==> src/rtl/alu_muldiv.sv <==
// alu_muldiv: iterative RISC-V M-extension multiply/divide unit.
// One radix-2 step per cycle (shift-add multiply, restoring divide).
// Divide-by-zero and signed-overflow cases bypass the iteration.
//
// Ports:
//   clk, rst_n      clock, asynchronous active-low reset
//   flush           synchronous kill of any pending/in-flight operation
//   in_valid/ready  request handshake; in_ready high only in IDLE
//   in_op           funct3 (MUL,MULH,MULHSU,MULHU,DIV,DIVU,REM,REMU)
//   in_a, in_b      rs1 / rs2 operands
//   in_tag          sideband tag, returned unchanged on out_tag
//   out_valid/ready result handshake
//   out_result      result; out_zero flags out_result == 0
//   out_tag         tag captured at acceptance
module alu_muldiv #(
  parameter int unsigned XLEN  = 32,
  parameter int unsigned TAG_W = 5
) (
  input  logic             clk,
  input  logic             rst_n,
  input  logic             flush,
  input  logic             in_valid,
  output logic             in_ready,
  input  logic [2:0]       in_op,
  input  logic [XLEN-1:0]  in_a,
  input  logic [XLEN-1:0]  in_b,
  input  logic [TAG_W-1:0] in_tag,
  output logic             out_valid,
  input  logic             out_ready,
  output logic [XLEN-1:0]  out_result,
  output logic             out_zero,
  output logic [TAG_W-1:0] out_tag
);

  localparam int unsigned CNT_W = $clog2(XLEN + 1);
  localparam logic [XLEN-1:0]   ONE   = XLEN'(1);
  localparam logic [2*XLEN-1:0] ONE2  = (2*XLEN)'(1);
  localparam logic [XLEN-1:0]   S_MIN = {1'b1, {(XLEN-1){1'b0}}};

  typedef enum logic [1:0] {S_IDLE, S_BUSY, S_DONE} state_t;

  state_t            r_state;
  logic [2:0]        r_op;
  logic [TAG_W-1:0]  r_tag;
  logic [CNT_W-1:0]  r_cnt;
  logic [XLEN-1:0]   r_hi;
  logic [XLEN-1:0]   r_lo;
  logic [XLEN-1:0]   r_b;
  logic [XLEN-1:0]   r_result;
  logic              r_sa;
  logic              r_sb;

  // Operand decode at acceptance
  logic              w_a_signed;
  logic              w_b_signed;
  logic              w_a_neg;
  logic              w_b_neg;
  logic [XLEN-1:0]   w_a_mag;
  logic [XLEN-1:0]   w_b_mag;
  logic              w_b_zero;
  logic              w_ovf;
  logic              w_special;
  logic [XLEN-1:0]   w_special_res;

  // Iteration datapath
  logic [XLEN:0]     w_sum;
  logic [XLEN-1:0]   w_mul_hi;
  logic [XLEN-1:0]   w_mul_lo;
  logic [XLEN:0]     w_shift;
  logic              w_ge;
  logic [XLEN-1:0]   w_diff;
  logic [XLEN-1:0]   w_div_hi;
  logic [XLEN-1:0]   w_div_lo;
  logic [XLEN-1:0]   w_step_hi;
  logic [XLEN-1:0]   w_step_lo;
  logic [2*XLEN-1:0] w_prod;
  logic [2*XLEN-1:0] w_prod_c;
  logic [XLEN-1:0]   w_quo;
  logic [XLEN-1:0]   w_rem;
  logic [XLEN-1:0]   w_final;

  assign in_ready   = (r_state == S_IDLE);
  assign out_valid  = (r_state == S_DONE);
  assign out_result = r_result;
  assign out_tag    = r_tag;
  assign out_zero   = (r_result == '0);

  always_comb begin
    // MULH, MULHSU, DIV, REM treat rs1 as signed; MULH, DIV, REM also rs2
    w_a_signed = (in_op == 3'b001) || (in_op == 3'b010) ||
                 (in_op == 3'b100) || (in_op == 3'b110);
    w_b_signed = (in_op == 3'b001) || (in_op == 3'b100) || (in_op == 3'b110);
    w_a_neg    = w_a_signed && in_a[XLEN-1];
    w_b_neg    = w_b_signed && in_b[XLEN-1];
    w_a_mag    = w_a_neg ? (~in_a + ONE) : in_a;
    w_b_mag    = w_b_neg ? (~in_b + ONE) : in_b;
    w_b_zero   = (in_b == '0);
    w_ovf      = in_op[2] && !in_op[0] && (in_a == S_MIN) && (in_b == '1);
    w_special  = in_op[2] && (w_b_zero || w_ovf);
    // in_op[1] distinguishes REM/REMU from DIV/DIVU
    w_special_res = '0;
    if (w_b_zero)
      w_special_res = in_op[1] ? in_a : '1;
    else if (w_ovf)
      w_special_res = in_op[1] ? '0 : in_a;
  end

  always_comb begin
    // Multiply: r_hi accumulates, r_lo holds the multiplier shifting out
    // while product low bits shift in from the top.
    w_sum    = {1'b0, r_hi} + (r_lo[0] ? {1'b0, r_b} : '0);
    w_mul_hi = w_sum[XLEN:1];
    w_mul_lo = {w_sum[0], r_lo[XLEN-1:1]};
    // Divide: r_hi is the partial remainder, r_lo the dividend shifting
    // out while quotient bits shift in. The remainder stays below the
    // divisor, so the difference always fits in XLEN bits.
    w_shift  = {r_hi, r_lo[XLEN-1]};
    w_ge     = (w_shift >= {1'b0, r_b});
    w_diff   = w_shift[XLEN-1:0] - r_b;
    w_div_hi = w_ge ? w_diff : w_shift[XLEN-1:0];
    w_div_lo = {r_lo[XLEN-2:0], w_ge};

    w_step_hi = r_op[2] ? w_div_hi : w_mul_hi;
    w_step_lo = r_op[2] ? w_div_lo : w_mul_lo;

    w_prod   = {w_mul_hi, w_mul_lo};
    w_prod_c = (r_sa ^ r_sb) ? (~w_prod + ONE2) : w_prod;
    w_quo    = (r_sa ^ r_sb) ? (~w_div_lo + ONE) : w_div_lo;
    w_rem    = r_sa ? (~w_div_hi + ONE) : w_div_hi;

    case (r_op)
      3'b000:                 w_final = w_prod_c[XLEN-1:0];
      3'b001, 3'b010, 3'b011: w_final = w_prod_c[2*XLEN-1:XLEN];
      3'b100, 3'b101:         w_final = w_quo;
      default:                w_final = w_rem;
    endcase
  end

  always_ff @(posedge clk or negedge rst_n) begin
    if (!rst_n) begin
      r_state  <= S_IDLE;
      r_op     <= '0;
      r_tag    <= '0;
      r_cnt    <= '0;
      r_hi     <= '0;
      r_lo     <= '0;
      r_b      <= '0;
      r_result <= '0;
      r_sa     <= 1'b0;
      r_sb     <= 1'b0;
    end else if (flush) begin
      r_state <= S_IDLE;
    end else begin
      case (r_state)
        S_IDLE: begin
          if (in_valid) begin
            r_op  <= in_op;
            r_tag <= in_tag;
            r_sa  <= w_a_neg;
            r_sb  <= w_b_neg;
            if (w_special) begin
              r_result <= w_special_res;
              r_state  <= S_DONE;
            end else begin
              r_hi    <= '0;
              r_lo    <= in_op[2] ? w_a_mag : w_b_mag;
              r_b     <= in_op[2] ? w_b_mag : w_a_mag;
              r_cnt   <= CNT_W'(XLEN);
              r_state <= S_BUSY;
            end
          end
        end
        S_BUSY: begin
          r_hi  <= w_step_hi;
          r_lo  <= w_step_lo;
          r_cnt <= r_cnt - CNT_W'(1);
          if (r_cnt == CNT_W'(1)) begin
            r_result <= w_final;
            r_state  <= S_DONE;
          end
        end
        S_DONE: begin
          if (out_ready)
            r_state <= S_IDLE;
        end
        default: r_state <= S_IDLE;
      endcase
    end
  end

endmodule

==> config.mk <==
export PLATFORM = sky130hd
export DESIGN_NAME = alu_muldiv
export DESIGN_NICKNAME = d
export VERILOG_FILES = /design/src/rtl/alu_muldiv.sv
export SDC_FILE = /design/constraint.sdc
export NUM_CORES = 1
export LEC_CHECK = 0
export BUFFER_PORTS_ARGS = -buffer_cell sky130_fd_sc_hd__buf_4
export CORE_UTILIZATION = 30
export CTS_CLUSTER_SIZE = 12
export DETAILED_ROUTE_END_ITERATION = 16
export PLACE_DENSITY_LB_ADDON = 0.15
export SKIP_CTS_REPAIR_TIMING = 1
export SLEW_MARGIN = 20
export SYNTH_ARGS = -nofsm -noshare
export SYNTH_HDL_FRONTEND = slang
export SYNTH_SLANG_ARGS = --single-unit
export TNS_END_PERCENT = 10
==> constraint.sdc <==
create_clock -name clk -period 7.1 [get_ports clk]
set_clock_uncertainty 0.15 [all_clocks]
set_input_delay 1.42 -clock clk [delete_from_list [all_inputs] [get_ports clk]]
set_output_delay 1.42 -clock clk [all_outputs]
set_load 0.01 [all_outputs]
* Word-level counts from Yosys, hierarchy flattened *
Index checks and enable logic that the tools add are counted.

word-level totals
  register bits after elaboration = 146
  input port bits = 77
  output and inout port bits = 40
  word-level logic and storage cells = 108

cells by class
  $add $sub $neg = 8
  $lt $le $gt $ge = 1
  equal/unequal tests = 21
  mux-type cells = 35
  bitwise logic cells = 8
  reductions and logical operators = 25

operator list
  cell                                                 count
  2-to-1 mux 32 bit                                    21
  case mux 32 bit (2 select lines)                     3
  adder 32 x 1 -> 32 bit, second input constant        4
  NOT 32 bit                                           4
  case mux 32 bit (3 select lines)                     1
  adder 64 x 1 -> 64 bit, second input constant        1
  equality test 32 bit, second input constant          2
  logical NOT 32 bit                                   2
  2-to-1 mux 64 bit                                    1
  NOT 64 bit                                           1
  adder 32 x 32 -> 33 bit                              1
  >= comparator 33 x 32 -> 1 bit                       1
  subtractor 32 bit                                    1
  equality test 3 bit, second input constant           4
  2-to-1 mux 6 bit                                     2
  case mux 6 bit (2 select lines)                      1
  2-to-1 mux 2 bit                                     5
  equality test 3 x 2 -> 1 bit, second input constant  3
  AND reduction 4 bit                                  2
  equality test 3 x 1 -> 1 bit, second input constant  2
  equality test 6 x 1 -> 1 bit, second input constant  1
  logical AND 1 bit                                    6
  logical OR 1 bit                                     6
  inequality test 2 bit, second input constant         3
  other kinds (17)                                     20

* Logic depth before layout (Yosys ltp) *
  depth in word-level cells = 10
  mapped depth = 25
  gate-level depth less buffers = 21

* Worst setup path after synthesis *
OpenSTA, ideal clock, no wires.

  kind = reg2reg
  start = register r_hi[23]
  end = register r_result[28], in the netlist out_result[28]
  setup time = 0.083 ns
  data arrival time = 4.988 ns
  data required time = 6.867 ns
  path slack = 1.879 ns
  stages on the path, launching flop included = 23
  path buffers = 3
  clock period less this slack = 5.221 ns
  path through = dfrtp_1 -> ha_1 -> clkbuf_1 -> a21oi_1 -> o21ai_0 -> a21oi_1 -> a31oi_1 -> nor2_1 -> nand2_1 -> inv_2 -> clkbuf_1 -> buf_1 -> nand2_1 -> o21ai_0 -> ha_1 -> nand3b_1 -> or4_1 -> a22oi_1 -> nand3_1 -> o41ai_1 -> xor2_1 -> o21ai_0 -> o21ai_0

on the way
  longest elaborated chain between the ends = 8
  elaborated cells on any way between the ends = 16
  classes of those cells = add/sub (5); order compare (1); mux (7); bitwise (3)

ends and longest elaborated chain
  element                                                                     RTL line  text
  from (decl)                                                                 46        logic [XLEN-1:0] r_hi;
  from (signal assigned)                                                      174       r_hi <= w_step_hi;
  subtractor 32 bit / >= comparator 33 x 32 -> 1 bit (equally long branches)  119, 118
  2-to-1 mux 32 bit                                                           120       w_div_hi = w_ge ? w_diff : w_shift[XLEN-1:0];
  NOT 32 bit                                                                  129       w_rem = r_sa ? (~w_div_hi + ONE) : w_div_hi;
  adder 32 x 1 -> 32 bit                                                      129
  2-to-1 mux 32 bit                                                           129
  case mux 32 bit (3 select lines) *                                          131       case (r_op)
  2-to-1 mux 32 bit *                                                         177       if (r_cnt == CNT_W'(1)) begin
  case mux 32 bit (2 select lines) *                                          154       case (r_state)
  to (signal assigned)                                                        162       r_result <= w_special_res;
  to (signal assigned)                                                        178       r_result <= w_final;
  to (decl)                                                                   49        logic [XLEN-1:0] r_result;

Mark *: on every way between the ends. The rest lies on a longest branch, timed or not. The select of a mux whose other input is x is not followed.
A chain may end at the register's enable or synchronous reset.

* Final worst setup path *
  start = register r_hi[15]
  end = register r_result[28], in the netlist out_result[28]

Same word-level chain as after synthesis.

==> results_dict.tcl <==
set metrics [dict create \
    ys_warn_count 0 \
    antenna_cells 0 \
    clk_pin_slew_ns 0.07 \
    track_usage_pct 27.25 \
    wl_met2_microns 35210 \
    power.leakage_nw 7.905 \
    syn_to_final_growth_pct 12.26 \
    crit_path_end_kind "flip-flop" \
    gp_congestion 0.9759 \
    pin_count 117 \
    worstMarginPinSlew_ns 1.000 \
    cts-root-buf "clkbuf_16" \
    wl_met3_microns 5432 \
    drtIter0Drc 2051 \
    synth-edff-count 0 \
    cts.htree.levels 4 \
    drv_cap 0 \
    wl_met1_microns 35130 \
    grt_max_degree 106 \
    die_h_microns 239.7 \
    grt_pass1_wl_microns 115700 \
    synth_area_sq_um 16950 \
    worstSetupStartpointType "flip-flop" \
    slew_headroom_pct 32.86 \
    cts-buffers-inserted 17 \
    ys_ff_latch 146 \
    drtAntennaViolNets 0 \
    crit_required_ns 7.34 \
    drcViolationCount 0 \
    arrival_ns 6.31 \
    setup_viol 0 \
    grt_overflow 0 \
    powerDensity_nw_per_um2 450.0 \
    syn-instance-count 2363 \
    period_share_pct 85.39 \
    clock_sinks 146 \
    core_area_sq_um 55420 \
    synth.avg_cell_area_sq_um 7.173 \
    outcome "finished, final reports clean" \
    fin_tns_setup_ns 0 \
    drive_above_1_share_pct 9.840 \
    critPathKind "flip-flop to flip-flop" \
    finalNetCount 2517 \
    firstDrtPassIters 8 \
    rsz0062_at_grt "no" \
    r2r_slack_ns 1.04 \
    die_w_microns 239.7 \
    synthFlopType "dfrtp_1" \
    rows 86 \
    viasPerCell 5.893 \
    hold_violations 0 \
    synth_fp_nets 2514 \
    crit_fanout 9 \
    fin_crit_ns 6.063 \
    topRoutingLayerUsed "met4" \
    die_area_sq_um 57450 \
    route.vias.total 18420 \
    initial_core_util_pct 30.59 \
    dp_hpwl_microns 61530 \
    worstHoldPathType "flip-flop to flip-flop" \
    async_flop_share_pct 100.0 \
    peakVddDrop_mv 0.2092 \
    insertion_delay_ns 0.47 \
    synth_cell_types 83 \
    worst_hold_slack_ns 0.3314 \
    io_buffers 116 \
    antenna_found_initial 0 \
    fmax_mhz 164.9 \
    wl_per_cell_microns 25.08 \
    routed_wirelength_microns 78400 \
    nFillCells 6019 \
    cts_tree "done" \
    finalMaxSlewViolations 0 \
    yosysSeqAreaShare_pct 21.55 \
    grt_pass1_vias 17090 \
    clockBufferDepth 2 \
]
[per-stage QoR]
stage | setup WS [ns] | instance area (sq um) | util, % | total power (W) | cells
final | 1.037 | 19030 | 34.34 | 0.008562 | 3126
after global routing | 0.6146 | 19030 | 34.34 | 0.009133 | 3126
after CTS | 1.190 | 19020 | 34.31 | 0.008467 | 3126
after detailed placement | 1.056 | 18450 | 33.30 | 0.007504 | 3095
after global placement | 1.183 | 18450 | 33.30 | 0.007503 | 3095
after floorplan | 1.879 | 16950 | - | 0.005486 | 2363
[area by class of cell]
class / instances / area [sq um] / share of cell area, %
clock inverter: 10 / 103.9 / 0.5458
inverter: 68 / 255.2 / 1.341
multi-input combinational: 1982 / 12470 / 65.56
tap: 748 / 935.9 / 4.918
sequential: 146 / 3657 / 19.22
clock buffer: 21 / 460.4 / 2.420
timing repair buffer: 151 / 1141 / 5.997
[final timing paths]
path                                      start                    endpoint  cells after the start
max                        r_hi[15]$_DFFE_PN0P_  out_result[28]$_DFFE_PN0P_                     19
min                         r_b[12]$_DFFE_PN0P_         r_b[12]$_DFFE_PN0P_                      2
max reg2reg                r_hi[15]$_DFFE_PN0P_  out_result[28]$_DFFE_PN0P_                     19
min reg2reg                 r_b[12]$_DFFE_PN0P_         r_b[12]$_DFFE_PN0P_                      2
max in group asynchronous                 rst_n         r_hi[9]$_DFFE_PN0P_                      2
min in group asynchronous                 rst_n  out_result[27]$_DFFE_PN0P_                      1
[layer usage]
layer  track usage [%]  vias to the layer above
li1                  -                     8550
met1             37.73                     8987
met2             42.41                      782
met3             4.610                      103
met4             9.266                        0
met5                 0                        -
[synthesized netlist by cell type, drive strengths merged (16+ instances only)]
cell type / n / area, sq um
o31ai: 39 / 292.8
clkbuf: 139 / 521.8
o21bai: 16 / 120.1
buf: 28 / 123.9
o211ai: 22 / 165.2
nand2b: 21 / 131.4
nor3: 58 / 290.3
nand3: 29 / 145.1
a21oi: 246 / 1231
ha: 72 / 900.9
a211oi: 17 / 127.6
xor2: 113 / 989.7
nor2: 301 / 1130
xnor2: 107 / 937.2
a21o: 26 / 195.2
nor4: 32 / 215.2
o21ai: 237 / 1186
a31oi: 29 / 181.4
mux2i: 78 / 780.8
nand4: 32 / 215.2
o41ai: 17 / 167.7
a22o: 18 / 157.7
inv: 67 / 251.5
or3: 18 / 122.6
dfrtp: 146 / 3654
or4: 17 / 135.1
and2: 18 / 115.1
nand2: 237 / 889.6
[cell families (layout without fill, tap and decap cells)]
group	count (synthesis)	after routing	synth area share, %
AO/OA/AOI/OAI	779	779	28.31
XOR/XNOR	220	220	11.37
flip-flops	146	146	21.55
multiplexers	91	91	5.470
buffers and inverters	235	250	5.315
AND/OR/NAND/NOR	818	818	22.43
adder cells (fa/ha/maj)	74	74	5.551
[state kept, by name (all words and copies together) (netlist names)]
name        cells
out_result     32
r_b            32
r_hi           32
r_lo           32
r_cnt           6
out_tag         5
r_op            3
r_state         2
r_sa            1
r_sb            1
[cell usage in the layout, fill, tap and decap left out, types with 9 or more instances in the layout]
cell type and instances:
a211oi_1 17, mux2i_1 78, a221oi_1 11, or2_2 9, ha_1 72, o211ai_1 22, o21bai_1 16, or3_1 16
or4_1 15, nand4_1 31, o41ai_1 16, o21ai_0 233, o21a_1 11, o221ai_1 13, clkbuf_16 17, and2_1 17
dfrtp_1 145, nand2_1 236, a22o_1 18, a31oi_1 28, mux2_2 13, nor3_1 58, o31ai_1 39, a21oi_1 246
xor2_1 112, and3_1 15, a21o_1 26, nor4_1 31, nand3_1 29, inv_1 64, buf_4 149, nand2b_1 19
xnor2_1 106, nor2_1 299
[power by group]
| part | leakage, nW | total [W] | internal, W | switching, W |
|---|---|---|---|---|
| combinational | 5.76 | 0.00616 | 0.00216 | 0.00400 |
| clock | 0.262 | 0.000934 | 0.000502 | 0.000432 |
| sequential | 1.88 | 0.00147 | 0.00106 | 0.000414 |
[critical path: stages, from the launching register on]
cell      delay [ns]
dfrtp_1         0.46
ha_1            0.49
nand4_1         0.28
nor4_1          0.57
nand4_1         0.19
a31oi_1         0.35
nor2_1          0.12
nand2_2         0.15
inv_2           0.09
o21ai_0         0.30
ha_1            0.28
nand2b_1        0.07
nor4_1          0.35
o211ai_1        0.19
a22oi_1         0.46
nand3_1         0.49
o41ai_1         0.55
xor2_1          0.18
o21ai_0         0.08
o21ai_0         0.17
Note: power is estimated with default switching activity, not from simulation.
